==> src/rtl/mc6502_bus_pkg.sv <==
// Shared types and helpers for the MC6502 external bus front end.
package mc6502_bus_pkg;

    typedef enum logic {
        PH1 = 1'b0,
        PH2 = 1'b1
    } phase_e;

    localparam int WAIT_CNT_W = 4;

    function automatic logic in_wait_window(
        input logic [31:0] addr,
        input logic [31:0] base,
        input logic [31:0] mask
    );
        return (addr & mask) == base;
    endfunction

endpackage

==> src/rtl/mc6502_phase_gen.sv <==
// Two-phase bus clock generator: DIV clks of PH1, then DIV clks of PH2.
module mc6502_phase_gen
    import mc6502_bus_pkg::*;
#(
    parameter int DIV = 2
) (
    input  logic   clk,
    input  logic   rst_x,
    output phase_e o_state,
    output logic   o_phi1,
    output logic   o_phi2,
    output logic   o_first_ph1,
    output logic   o_last_ph2
);

    localparam int CW = (DIV > 1) ? $clog2(DIV) : 1;
    localparam logic [CW-1:0] LAST = CW'(DIV - 1);

    phase_e        r_state;
    phase_e        w_state_nx;
    logic [CW-1:0] r_cnt;
    logic [CW-1:0] w_cnt_nx;
    logic          r_phi1;
    logic          r_phi2;

    always_ff @(posedge clk or negedge rst_x) begin
        if (!rst_x) begin
            r_state <= PH1;
            r_cnt   <= '0;
            r_phi1  <= 1'b1;
            r_phi2  <= 1'b0;
        end else begin
            r_state <= w_state_nx;
            r_cnt   <= w_cnt_nx;
            r_phi1  <= (w_state_nx == PH1);
            r_phi2  <= (w_state_nx == PH2);
        end
    end

    always_comb begin
        w_state_nx = r_state;
        w_cnt_nx   = r_cnt + 1'b1;
        if (r_cnt == LAST) begin
            w_cnt_nx   = '0;
            w_state_nx = (r_state == PH1) ? PH2 : PH1;
        end
    end

    always_comb begin
        o_state     = r_state;
        o_phi1      = r_phi1;
        o_phi2      = r_phi2;
        o_first_ph1 = (r_state == PH1) && (r_cnt == '0);
        o_last_ph2  = (r_state == PH2) && (r_cnt == LAST);
    end

endmodule

==> src/rtl/mc6502_bus_interface.sv <==
// MC6502 external bus front end: registered pins, RDY stretch, wait states.
module mc6502_bus_interface
    import mc6502_bus_pkg::*;
#(
    parameter int            AW           = 16,
    parameter int            DW           = 8,
    parameter int            DIV          = 2,
    parameter logic [AW-1:0] WAIT_BASE    = 'hC000,
    parameter logic [AW-1:0] WAIT_MASK    = 'hF000,
    parameter int            WAIT_N       = 0,
    parameter int            RDY_ON_WRITE = 0
) (
    input  logic          clk,
    input  logic          rst_x,
    input  logic          i_req,
    input  logic          i_we,
    input  logic          i_sync,
    input  logic [AW-1:0] i_addr,
    input  logic [DW-1:0] i_wdata,
    output logic          o_ack,
    output logic [DW-1:0] o_rdata,
    output logic          o_phi1,
    output logic          o_phi2,
    output logic [AW-1:0] o_ab,
    output logic          o_rw,
    output logic          o_sync,
    output logic [DW-1:0] o_db,
    output logic          o_db_oe,
    input  logic [DW-1:0] i_db,
    input  logic          i_rdy
);

    localparam logic [WAIT_CNT_W-1:0] WAIT_LD = WAIT_CNT_W'(WAIT_N);

    phase_e                w_state;
    logic                  w_first;
    logic                  w_last;
    logic                  w_start;
    logic                  w_stall;
    logic                  r_busy;
    logic                  r_we;
    logic                  r_rw;
    logic                  r_sync;
    logic                  r_ack;
    logic [AW-1:0]         r_addr;
    logic [DW-1:0]         r_wdata;
    logic [DW-1:0]         r_rdata;
    logic [WAIT_CNT_W-1:0] r_wait;

    mc6502_phase_gen #(
        .DIV (DIV)
    ) u_phase (
        .clk         (clk),
        .rst_x       (rst_x),
        .o_state     (w_state),
        .o_phi1      (o_phi1),
        .o_phi2      (o_phi2),
        .o_first_ph1 (w_first),
        .o_last_ph2  (w_last)
    );

    assign w_start = w_first && !r_busy;
    assign w_stall = (r_wait != '0) ||
                     (!i_rdy && (!r_we || (RDY_ON_WRITE != 0)));

    always_ff @(posedge clk or negedge rst_x) begin
        if (!rst_x) begin
            r_busy  <= 1'b0;
            r_we    <= 1'b0;
            r_rw    <= 1'b1;
            r_sync  <= 1'b0;
            r_ack   <= 1'b0;
            r_addr  <= '0;
            r_wdata <= '0;
            r_rdata <= '0;
            r_wait  <= '0;
        end else begin
            r_ack <= 1'b0;
            if (w_start) begin
                r_busy <= i_req;
                r_sync <= i_req & i_sync;
                r_rw   <= !(i_req & i_we);
                if (i_req) begin
                    r_addr  <= i_addr;
                    r_we    <= i_we;
                    r_wdata <= i_wdata;
                    r_wait  <= in_wait_window(32'(i_addr), 32'(WAIT_BASE),
                                              32'(WAIT_MASK)) ? WAIT_LD : '0;
                end
            end
            // Repeats keep every pin latched; only the wait count moves.
            if (w_last && r_busy) begin
                if (w_stall) begin
                    if (r_wait != '0) r_wait <= r_wait - 1'b1;
                end else begin
                    r_ack  <= 1'b1;
                    r_busy <= 1'b0;
                    if (!r_we) r_rdata <= i_db;
                end
            end
        end
    end

    assign o_ack   = r_ack;
    assign o_rdata = r_rdata;
    assign o_ab    = r_addr;
    assign o_rw    = r_rw;
    assign o_sync  = r_sync;
    assign o_db    = r_wdata;
    assign o_db_oe = r_busy && r_we && (w_state == PH2);

endmodule

==> config.mk <==
export PLATFORM = sky130hd
export DESIGN_NAME = mc6502_bus_interface
export DESIGN_NICKNAME = d
export VERILOG_FILES = /design/src/rtl/mc6502_bus_pkg.sv /design/src/rtl/mc6502_phase_gen.sv /design/src/rtl/mc6502_bus_interface.sv
export SDC_FILE = /design/constraint.sdc
export NUM_CORES = 1
export LEC_CHECK = 0
export ABC_AREA = 1
export CAP_MARGIN = 20
export CORE_AREA = 2 2 52 90
export CTS_CLUSTER_DIAMETER = 150
export DETAILED_ROUTE_END_ITERATION = 6
export DIE_AREA = 0 0 54 92
export PLACE_DENSITY = 0.82
export SLEW_MARGIN = 10
export SYNTH_ARGS = -nofsm -noshare
export SYNTH_HDL_FRONTEND = slang
export SYNTH_HIERARCHICAL = 1
export SYNTH_SLANG_ARGS = --single-unit
==> constraint.sdc <==
create_clock -name clk -period 2 [get_ports clk]
set_input_delay 0.4 -clock clk [delete_from_list [all_inputs] [get_ports clk]]
set_output_delay 0.4 -clock clk [all_outputs]
set_load 0.05 [all_outputs]
-- After elaboration in Yosys (flattened, before gate mapping)
Cells that the tools add are included.
- register bits after elaboration: 44
- latch bits: 0
- RAM bits: 0
- ROM bits: 0
- input port bits: 38
- output and inout bits: 38
- logic and storage cells: 49
- memories: 0
- add/subtract/negate cells: 2
- $mul: 0
- divide/modulo/power cells: 0
- magnitude comparators: 0
- equality and inequality tests: 0
- shift-type cells: 0
- multiplexer cells: 13
- bitwise gates (word level): 7
- reductions and logical operators: 15
- operators with widths (cell ; count):
    $mux W4 ; 5
    $mux W1 ; 8
    $logic_and A1 B1 Y1 ; 7
    $not A1 Y1 ; 5
    $logic_not A1 Y1 ; 4
    $reduce_bool A4 Y1 ; 1
    $sub A4 B1 Y4 const B ; 1
    $reduce_and A3 Y1 ; 1
    $and A1 B1 Y1 ; 2
    $reduce_and A2 Y1 ; 1
    $add A1 B1 Y1 const B ; 1
    $logic_or A1 B1 Y1 ; 1

-- Logic depth before layout (Yosys ltp)
Gate-level depths: netlist (run 1).
- depth after elaboration: 7
- gate-level depth with buffers: 9
- gate-level depth less buffers: 7

-- Hierarchy
Netlist (run 1), hierarchy kept.
- modules (own cells, without submodules) (module ; instances ; cells each ; area an instance (um^2)):
    mc6502_bus_interface ; 1 ; 194 ; 1735.4
    mc6502_phase_gen ; 1 ; 9 ; 120.1

-- Worst setup path before layout (run 1)
No wires, ideal clock.
- path type: register -> output
- start: register, netlist name u_phase/o_phi2
- end: output o_db_oe
- arrival time: 1.522 ns
- data required time: 1.600 ns
- path slack: 0.078 ns
- stages on the path, launching flop included: 4
- buffers on the path: 1
- path through: dfrtp_1 > buf_4 > nand2_1 > nor2_1
- RTL lines (element ; RTL line ; text):
    to (decl) ; mc6502_bus_interface.sv:28 ; output logic o_db_oe,

-- Final worst setup path (run 1)
- start: register u_phase.r_phi2, in the netlist u_phase/o_phi2
- end: output o_phi2
- RTL lines (element ; RTL line ; text):
    from (decl) ; mc6502_phase_gen.sv:24 ; logic r_phi2;
    from (signal assigned) ; mc6502_phase_gen.sv:36 ; r_phi2 <= (w_state_nx == PH2);
    to (decl) ; mc6502_bus_interface.sv:23 ; output logic o_phi2,
No word-level cell between the ends.

==> metrics.md, run 1 <==
| Metric | Value |
|---|---|
| Commonest non-fill, non-tap cell in the layout | `nand2_1` |
| Post-synthesis mux area share | `0%` |
| Least-Margin Pin Slew | `545 ps` |
| Slowest stage delay, CP | `820 ps` |
| Share of post-route cells with drive strength above 1 | `8.87%` |
| Fin. max-slew vios | `0` |
| Synth area leader | `dfrtp_1` |
| Compound-Gate Fraction of Synth Area | `6.00%` |
| DIE WIDTH | `54 µm` |
| Cts repair resizes | `0` |
| Via count | `1,532` |
| Final Cycle Share | `95.6%` |
| Post-Syn Area per Cell | `9.14 µm²` |
| Largest family of logic cells by synthesized area | `simple AND/OR/NAND/NOR gates` |
| Setup crit end kind | `output port` |
| Stages on worst setup path | `1` |
| # DRC | `0` |
| TritonCTS clock tree | `yes` |
| Initial Utilization | `42.9%` |
| Max Fclk | `523 MHz` |
| Placed inst area | `2660 µm²` |
| Syn_nets | `244` |
| PwrDens | `1700 nW/µm²` |
| Sum Neg Setup Slack | `0 ps` |
| GPL Wtd Cong | `0.725` |
| Wire length per cell | `12.5 µm` |
| Crit path max fanout | `4` |
| Fin crit period | `1910 ps` |
| Synth Area in XOR/XNOR | `0.472%` |
| IO Count | `76` |
| Synthesized area | `1860 µm²` |
| RSZ-0062 raised after global routing | `no` |
| Syn Inst Count | `203` |
| Final Hold Viols | `0` |
| Status | `finished, final reports clean` |
| Crit path DAT | `1510 ps` |
| Synth area leaders | `dfrtp_1, nand2_1, o21bai_1` |
| Nets | `322` |
| Antenna Cells | `0` |
| Critical-path cell list | `clkdlybuf4s50_1` |
| Cts bufs inserted | `5` |
| Clk root buf | `clkbuf_8` |
| Area delta synth->final | `49.9%` |
| Setup Fix Bufs, Post-CTS | `0` |
| Kind of critical path | `flip-flop to output port` |
| Pre-antenna DRT Iters | `4` |
| Lkg Pwr | `1.35 nW` |
| Top delay family on crit path | `buffers and inverters` |
| Synth top area share | `56.6%` |
| Post-synthesis adder-cell area fraction | `2.02%` |
| Finish-stage setup viols | `0` |
| Port Buffers | `75` |
| Filler Cell Count | `358` |
| Deepest level of the CTS H-tree | `2` |
| Worst clock skew | `8.43 ps` |
| Tightest Hold Check Type | `primary input to asynchronous set/reset pin` |
| Crit path buf inv count | `1` |
| Yosys cell types | `22` |
| Number of vias per cell | `4.60` |
| Simple-Gate Fraction of Synth Area | `25.3%` |
| Worst-path clk slew | `80 ps` |
| Initial antenna violation count | `0` |
| Gr ovfl total | `0` |
| R2R cell count | `7` |
| Worst-Skew Late Latency | `290 ps` |
| Core outline area | `4320 µm²` |
| Flops & latches, synth | `44` |
| Hold Buf Count CTS | `0` |
| Drt total wl | `4.17 mm` |
| Max clock buf depth | `2` |
| Most frequent cells in the layout | `nand2_1, clkdlybuf4s50_1, dfrtp_1, inv_1, o21bai_1` |
| Sink Count | `44` |
| Hpwl dp | `3.10 mm` |
| VDD IR max | `0.00103 V` |
| Slowest cell on crit path | `clkdlybuf4s50_1` |
| Floorplan row count | `32` |
| Number of antenna-violating nets in the routed design | `0` |
| Die ar. | `4970 µm²` |
| Finished Cell Area | `2780 µm²` |
| Largest net degree at the start of global routing | `30` |
| Vias in the first global route | `1,553` |
| First-pass GRT wire length | `7.01 mm` |
| Ys Warns | `6` |
| First DRT Iteration DRCs | `22` |
| Gr usage total | `19.1%` |
| Max-Cap Viols | `0` |
| Die H | `92 µm` |
| Worst path required time | `1600 ps` |
| Slew headroom | `63.6%` |
| Startpoint type of the worst setup path | `flip-flop` |
| Seq/Total Area, Yosys | `59.5%` |
-- kinds of logic after synthesis --
logic type | count (synthesis)
simple gates | 112
compound gates | 16
fa+ha+maj | 3
xor+xnor | 1
flops | 44
buf+inv | 27
-- path summary, 6_finish.rpt --
kind	from	slack [ps]	end
worst max register to register	u_phase/o_phi2	340	r_we
min in group clk	u_phase/r_cnt	460	u_phase/r_cnt
worst min-delay path	rst_x	70	u_phase/o_phi2
worst max-delay path	u_phase/o_phi2	90	o_phi2
worst min register to register	u_phase/r_cnt	460	u_phase/r_cnt
max in group asynchronous	rst_x	1330	o_rw
-- metrics by stage --
stage | std cells | util [%] | total power, mW | hold WS, ps | setup slack, ps
finish | 333 | 64.3 | 4.72 | 73.4 | 87.1
global route | 333 | 64.3 | 4.99 | 104 | 39.7
CTS | 333 | 64.3 | 4.76 | 88.3 | 73.9
detailed placement | 325 | 61.4 | 4.02 | 414 | 304
global placement | 325 | 61.4 | 3.97 | 406 | 373
floorplan | 203 | - | 3.12 | 104 | 77.7
-- metal layers --
metal / vias up / share of wire, % / track usage [%]
li1: 768 / - / -
met1: 710 / 38 / 22.7
met2: 48 / 56 / 32.2
met3: 6 / 4.8 / 4.56
met4: 0 / 1.6 / 6.88
met5: - / 0 / 0
-- cell type report --
class / count / area [µm²] / area share (%)
Timing Repair Buffer: 78 / 786 / 28.3
Sequential cell: 44 / 1100 / 39.7
Inverter: 20 / 75.1 / 2.70
Tap cell: 51 / 63.8 / 2.29
Clock inverter: 1 / 30.0 / 1.08
Clock buffer: 7 / 96.3 / 3.46
Multi-Input combinational cell: 132 / 627 / 22.5
-- synthesized netlist by cell type --
cell / n
a22o_1: 1
buf_4: 1
nor2_4: 2
buf_6: 2
nand2_1: 93
nand4_4: 1
nand3_1: 5
o21ai_1: 1
dfrtp_1: 42
ha_1: 3
xnor2_1: 1
buf_2: 4
dfstp_2: 2
inv_2: 2
nand4_1: 1
o211ai_1: 1
nor2_1: 7
inv_1: 18
nand2_2: 2
o21bai_1: 10
nor2_2: 1
o21ai_0: 3
-- sequential cells by signal (all words and copies together), names as in the netlist --
name and flops:
o_ab 16, o_db 8, o_rdata 8, r_wait 4, o_ack 1, o_rw 1
o_sync 1, r_busy 1, r_we 1, u_phase/o_phi1 1, u_phase/o_phi2 1, u_phase/r_cnt 1
-- where the power goes --
group          internal [mW]  total [mW]  switching [mW]  leakage, nW
clock                  0.441       0.732           0.291       0.0645
sequential              1.27        1.51           0.239        0.531
combinational          0.840        2.47            1.63        0.750
Note: power is estimated with default switching activity, not from simulation.
==> run 2: changes to the inputs <==
CTS_BUF_LIST = sky130_fd_sc_hd__clkbuf_16   (was not set)
==> run 2 against run 1 <==
Against the previous run:
- first-iteration DRC count unchanged
- power rose by 3.5%
- clock power rose by 21%
- routed wire length increased by 0.41%
- sequential power about the same
- design area grew 1.3%
- critical endpoint unchanged
- non-clock buffer count unchanged
==> metrics.md, run 2 (synthesized netlist as in run 1, its figures left out) <==
| Metric | Value |
|---|---|
| Final Cycle Share | `94.5% (was 95.6%)` |
| Status | `finished, final reports clean (unchanged)` |
| Tightest Hold Check Type | `primary input to asynchronous set/reset pin (unchanged)` |
| Placed inst area | `2660 µm² (unchanged)` |
| Number of flip-flops in the largest register | `16 (unchanged)` |
| Sink Count | `44 (unchanged)` |
| Deepest level of the CTS H-tree | `2 (unchanged)` |
| Max Fclk | `529 MHz (was 523 MHz)` |
| Core outline area | `4320 µm² (unchanged)` |
| Wire length per cell | `12.6 µm (was 12.5 µm)` |
| Setup Fix Bufs, Post-CTS | `0 (unchanged)` |
| Cts bufs inserted | `5 (unchanged)` |
| Fin crit period | `1890 ps (was 1910 ps)` |
| Hpwl dp | `3.10 mm (unchanged)` |
| First DRT Iteration DRCs | `22 (unchanged)` |
| DIE WIDTH | `54 µm (unchanged)` |
| Max-Cap Viols | `0 (unchanged)` |
| Worst-Skew Late Latency | `270 ps (was 290 ps)` |
| Nets | `322 (unchanged)` |
| # DRC | `0 (unchanged)` |
| Drt total wl | `4.19 mm (was 4.17 mm)` |
| Slowest cell on crit path | `clkdlybuf4s50_1 (unchanged)` |
| Number of vias per cell | `4.57 (was 4.60)` |
| IO Count | `76 (unchanged)` |
| PwrDens | `1730 nW/µm² (was 1700 nW/µm²)` |
| Vias in the first global route | `1,562 (was 1,553)` |
| DP Worst Slack | `304 ps (unchanged)` |
| Hold Buf Count CTS | `0 (unchanged)` |
| Lkg Pwr | `1.36 nW (was 1.35 nW)` |
| Area delta synth->final | `51.9% (was 49.9%)` |
| RSZ-0062 raised after global routing | `no (unchanged)` |
| Floorplan row count | `32 (unchanged)` |
| Fin. max-slew vios | `0 (unchanged)` |
| Final Worst Setup Slack | `111 ps (was 87.1 ps)` |
| Sum Neg Setup Slack | `0 ps (unchanged)` |
| Slew headroom | `63.8% (was 63.6%)` |
| Die ar. | `4970 µm² (unchanged)` |
| Kind of critical path | `flip-flop to output port (unchanged)` |
| Critical-path cell list | `clkdlybuf4s50_1 (unchanged)` |
| Filler Cell Count | `354 (was 358)` |
| Crit path buf inv count | `1 (unchanged)` |
| Worst path required time | `1600 ps (about the same)` |
| Max clock buf depth | `2 (unchanged)` |
| Clk root buf | `clkbuf_16 (was clkbuf_8)` |
| Crit path max fanout | `4 (unchanged)` |
| Largest net degree at the start of global routing | `30 (unchanged)` |
| First-pass GRT wire length | `7.06 mm (was 7.01 mm)` |
| Share of post-route cells with drive strength above 1 | `8.16% (was 8.87%)` |
| Gr usage total | `19.3% (was 19.1%)` |
| Number of antenna-violating nets in the routed design | `0 (unchanged)` |
| Most frequent cells in the layout | `nand2_1, clkdlybuf4s50_1, dfrtp_1, inv_1, o21bai_1 (unchanged)` |
| Via count | `1,521 (was 1,532)` |
| Port Buffers | `75 (unchanged)` |
| Slowest stage delay, CP | `820 ps (about the same)` |
| Worst-path clk slew | `60 ps (was 80 ps)` |
| Final Hold Viols | `0 (unchanged)` |
| Cts repair resizes | `0 (unchanged)` |
| Commonest non-fill, non-tap cell in the layout | `nand2_1 (unchanged)` |
| Antenna Cells | `0 (unchanged)` |
| Finished Cell Area | `2820 µm² (was 2780 µm²)` |
| GPL Wtd Cong | `0.725 (unchanged)` |
| VDD IR max | `0.00109 V (was 0.00103 V)` |
| Initial antenna violation count | `0 (unchanged)` |
| Finish-stage setup viols | `0 (unchanged)` |
| Setup crit end kind | `output port (unchanged)` |
| Pre-antenna DRT Iters | `4 (unchanged)` |
| Top delay family on crit path | `buffers and inverters (unchanged)` |
| Least-Margin Pin Slew | `541 ps (was 545 ps)` |
| Startpoint type of the worst setup path | `flip-flop (unchanged)` |
| Die H | `92 µm (unchanged)` |
| Gr ovfl total | `0 (unchanged)` |
| Worst clock skew | `3.69 ps (was 8.43 ps)` |
| Crit path DAT | `1490 ps (was 1510 ps)` |
| TritonCTS clock tree | `yes (unchanged)` |
| Initial Utilization | `42.9% (unchanged)` |
## run 2: worst paths after layout
| path | start | to | slack, ps | cells past startpoint |
|---|---|---|---|---|
| setup / recovery | u_phase/o_phi2 | o_phi2 | 110 | 1 |
| hold / removal | rst_x | u_phase/o_phi2 | 100 | 1 |
| setup reg to reg | u_phase/o_phi2 | r_we | 350 | 7 |
| hold reg to reg | u_phase/r_cnt | u_phase/r_cnt | 460 | 1 |
| max in group asynchronous | rst_x | o_rw | 1320 | 2 |
| min in group clk | u_phase/r_cnt | u_phase/r_cnt | 460 | 1 |
## run 2: layout make-up
cell class | instances | area [µm²] | share of cell area, %
Inverter | 20 | 75.1 | 2.66
Clock buffer | 5 | 125 | 4.44
Sequential cell | 44 | 1100 | 39.2
Clock inverter | 3 | 37.5 | 1.33
Timing Repair Buffer | 78 | 786 | 27.9
Multi-Input combinational cell | 132 | 627 | 22.2
Tap cell | 51 | 63.8 | 2.26
## run 2: per-stage QoR
stage                     hold WS (ps)  power (mW)  cells  util [%]
after global routing               132        5.16    333      65.2
after floorplan                    104        3.12    203         -
after CTS                          116        4.93    333      65.2
after global placement             406        3.97    325      61.4
final                             95.9        4.88    333      65.2
after detailed placement           414        4.02    325      61.4
## run 2: per-layer routing
metal	wire length (µm)	vias up	global-route usage [%]
met5	0	-	0
met4	41	0	6.25
met3	198	2	4.56
met2	2330	45	32.3
met1	1620	705	23.5
li1	-	769	-
## run 2: where the power goes
| group | leakage (nW) | switching, mW | internal (mW) |
|---|---|---|---|
| registers | 0.531 | 0.241 | 1.28 |
| logic | 0.750 | 1.64 | 0.840 |
| clock network | 0.0789 | 0.309 | 0.580 |
==> run 3: changes to the inputs <==
RECOVER_POWER = 50   (was not set)
==> run 3 against run 2 <==
Against the previous run:
- combinational power hardly changed
- fmax is 0.13% higher
- sequential share of layout area increased by 0.82 points
- critical path type unchanged
- critical endpoint unchanged
- highest routed layer unchanged
==> metrics.md, run 3 (synthesized netlist as in run 1, its figures left out) <==
| Metric | Value |
|---|---|
| Clk root buf | `clkbuf_16 (unchanged)` |
| Stages on worst setup path | `1 (unchanged)` |
| Deepest level of the CTS H-tree | `2 (unchanged)` |
| First-pass GRT wire length | `7.06 mm (unchanged)` |
| Max Fclk | `530 MHz (was 529 MHz)` |
| Most frequent cells in the layout | `nand2_1, clkdlybuf4s50_1, dfrtp_1, inv_1, o21bai_1 (unchanged)` |
| Crit path DAT | `1490 ps (about the same)` |
| First DRT Iteration DRCs | `26 (was 22)` |
| Placed inst area | `2660 µm² (unchanged)` |
| Worst clock skew | `3.17 ps (was 3.69 ps)` |
| Wire length per cell | `12.6 µm (about the same)` |
| VDD IR max | `0.00109 V (about the same)` |
| Filler Cell Count | `365 (was 354)` |
| Worst-Skew Late Latency | `270 ps (about the same)` |
| FF-to-FF End | `o_sync (was r_we)` |
| Drt total wl | `4.19 mm (about the same)` |
| Gr ovfl total | `0 (unchanged)` |
| DP Worst Slack | `304 ps (unchanged)` |
| Hold Buf Count CTS | `0 (unchanged)` |
| Core Util, Final | `63.8% (was 65.2%)` |
| Tightest Hold Check Type | `primary input to asynchronous set/reset pin (unchanged)` |
| Core outline area | `4320 µm² (unchanged)` |
| Number of antenna-violating nets in the routed design | `0 (unchanged)` |
| Startpoint type of the worst setup path | `flip-flop (unchanged)` |
| Max-Cap Viols | `0 (unchanged)` |
| Number of flip-flops in the largest register | `16 (unchanged)` |
| Gr usage total | `19.3% (unchanged)` |
| Least-Margin Pin Slew | `1180 ps (was 541 ps)` |
| Crit path buf inv count | `1 (unchanged)` |
| Finish-stage setup viols | `0 (unchanged)` |
| Port Buffers | `75 (unchanged)` |
| Critical-path cell list | `clkdlybuf4s50_1 (unchanged)` |
| Number of vias per cell | `4.58 (was 4.57)` |
| Fin crit period | `1890 ps (about the same)` |
| Status | `finished, final reports clean (unchanged)` |
| DIE WIDTH | `54 µm (unchanged)` |
| Area delta synth->final | `48.8% (was 51.9%)` |
| Setup Fix Bufs, Post-CTS | `0 (unchanged)` |
| Dpl cells | `325 (unchanged)` |
| Commonest non-fill, non-tap cell in the layout | `nand2_1 (unchanged)` |
| GPL Wtd Cong | `0.725 (unchanged)` |
| Initial Utilization | `42.9% (unchanged)` |
| Tot Pwr | `4.86 mW (was 4.88 mW)` |
| Antenna Cells | `0 (unchanged)` |
| R2R cell count | `6 (was 7)` |
| Die H | `92 µm (unchanged)` |
| Non-Filler Instances | `333 (unchanged)` |
| Slew headroom | `21.5% (was 63.8%)` |
| Pre-antenna DRT Iters | `4 (unchanged)` |
| Max clock buf depth | `2 (unchanged)` |
| Floorplan row count | `32 (unchanged)` |
| Final Cycle Share | `94.3% (was 94.5%)` |
| Lkg Pwr | `1.34 nW (was 1.36 nW)` |
| Final Hold Viols | `0 (unchanged)` |
| Cts repair resizes | `0 (unchanged)` |
| Worst-path clk slew | `60 ps (about the same)` |
| TritonCTS clock tree | `yes (unchanged)` |
| Slowest stage delay, CP | `820 ps (about the same)` |
| Worst path required time | `1600 ps (about the same)` |
| Sum Neg Setup Slack | `0 ps (unchanged)` |
| Cts bufs inserted | `5 (unchanged)` |
| Initial antenna violation count | `0 (unchanged)` |
| Kind of critical path | `flip-flop to output port (unchanged)` |
| Share of post-route cells with drive strength above 1 | `5.67% (was 8.16%)` |
| Fin. max-slew vios | `0 (unchanged)` |
| Setup crit end kind | `output port (unchanged)` |
| PwrDens | `1760 nW/µm² (was 1730 nW/µm²)` |
| Launching point of the worst reg2reg path | `u_phase/o_phi2 (unchanged)` |
| Finished Cell Area | `2760 µm² (was 2820 µm²)` |
| Nets | `322 (unchanged)` |
| Via count | `1,524 (was 1,521)` |
| Crit path max fanout | `4 (unchanged)` |
| Largest net degree at the start of global routing | `30 (unchanged)` |
| Top delay family on crit path | `buffers and inverters (unchanged)` |
| Slowest cell on crit path | `clkdlybuf4s50_1 (unchanged)` |
| Die ar. | `4970 µm² (unchanged)` |
| FF-to-FF setup slack | `260 ps (was 350 ps)` |
| # DRC | `0 (unchanged)` |
| Vias in the first global route | `1,562 (unchanged)` |
| IO Count | `76 (unchanged)` |
| Hpwl dp | `3.10 mm (unchanged)` |
| Sink Count | `44 (unchanged)` |
| Fin Hold WS | `342 ps (was 95.9 ps)` |
| RSZ-0062 raised after global routing | `no (unchanged)` |
| Final Worst Setup Slack | `113 ps (was 111 ps)` |
-- run 3: changes by cell type in the layout (fill, tap and decap cells not counted), moves of 2 or more --
| cell | delta |
|---|---|
| nor2_4 | -2 |
| clkbuf_2 | +2 |
| clkbuf_1 | +4 |
| buf_12 | -2 |
| nor2_1 | +2 |
| buf_4 | -3 |
-- run 3: final cells by class --
| cell class | instances | area [µm²] | share of cell area [%] |
|---|---|---|---|
| flip-flops and latches | 44 | 1100 | 40.0 |
| repair buffers | 78 | 743 | 26.9 |
| multi-input cells | 132 | 612 | 22.2 |
| clock buffers | 5 | 125 | 4.53 |
| inverters | 20 | 75.1 | 2.72 |
| well taps | 51 | 63.8 | 2.31 |
| clock inverters | 3 | 37.5 | 1.36 |
-- run 3: worst max-delay path by stage --
stage,startpoint,to
3_3_place_gp,i_req,r_we
4_1_cts,u_phase/o_phi2,o_phi2
5_1_grt,u_phase/o_phi2,o_phi2
3_5_place_dp,i_req,r_we
6_report,u_phase/o_phi2,o_phi2
2_1_floorplan,u_phase/o_phi2,o_db_oe
-- run 3: power breakdown --
group	internal [mW]	leakage, nW	switching [mW]
sequential	1.28	0.531	0.239
combinational	0.828	0.731	1.63
clock	0.580	0.0789	0.310
total	2.68	1.34	2.18
-- run 3: per-layer routing --
| metal | GRT usage (%) | vias up | part of all wire, % |
|---|---|---|---|
| met1 | 23.5 | 709 | 39 |
| li1 | - | 769 | - |
| met3 | 4.56 | 2 | 4.3 |
| met2 | 32.3 | 44 | 56 |
| met5 | 0 | - | 0 |
| met4 | 6.25 | 0 | 0.98 |
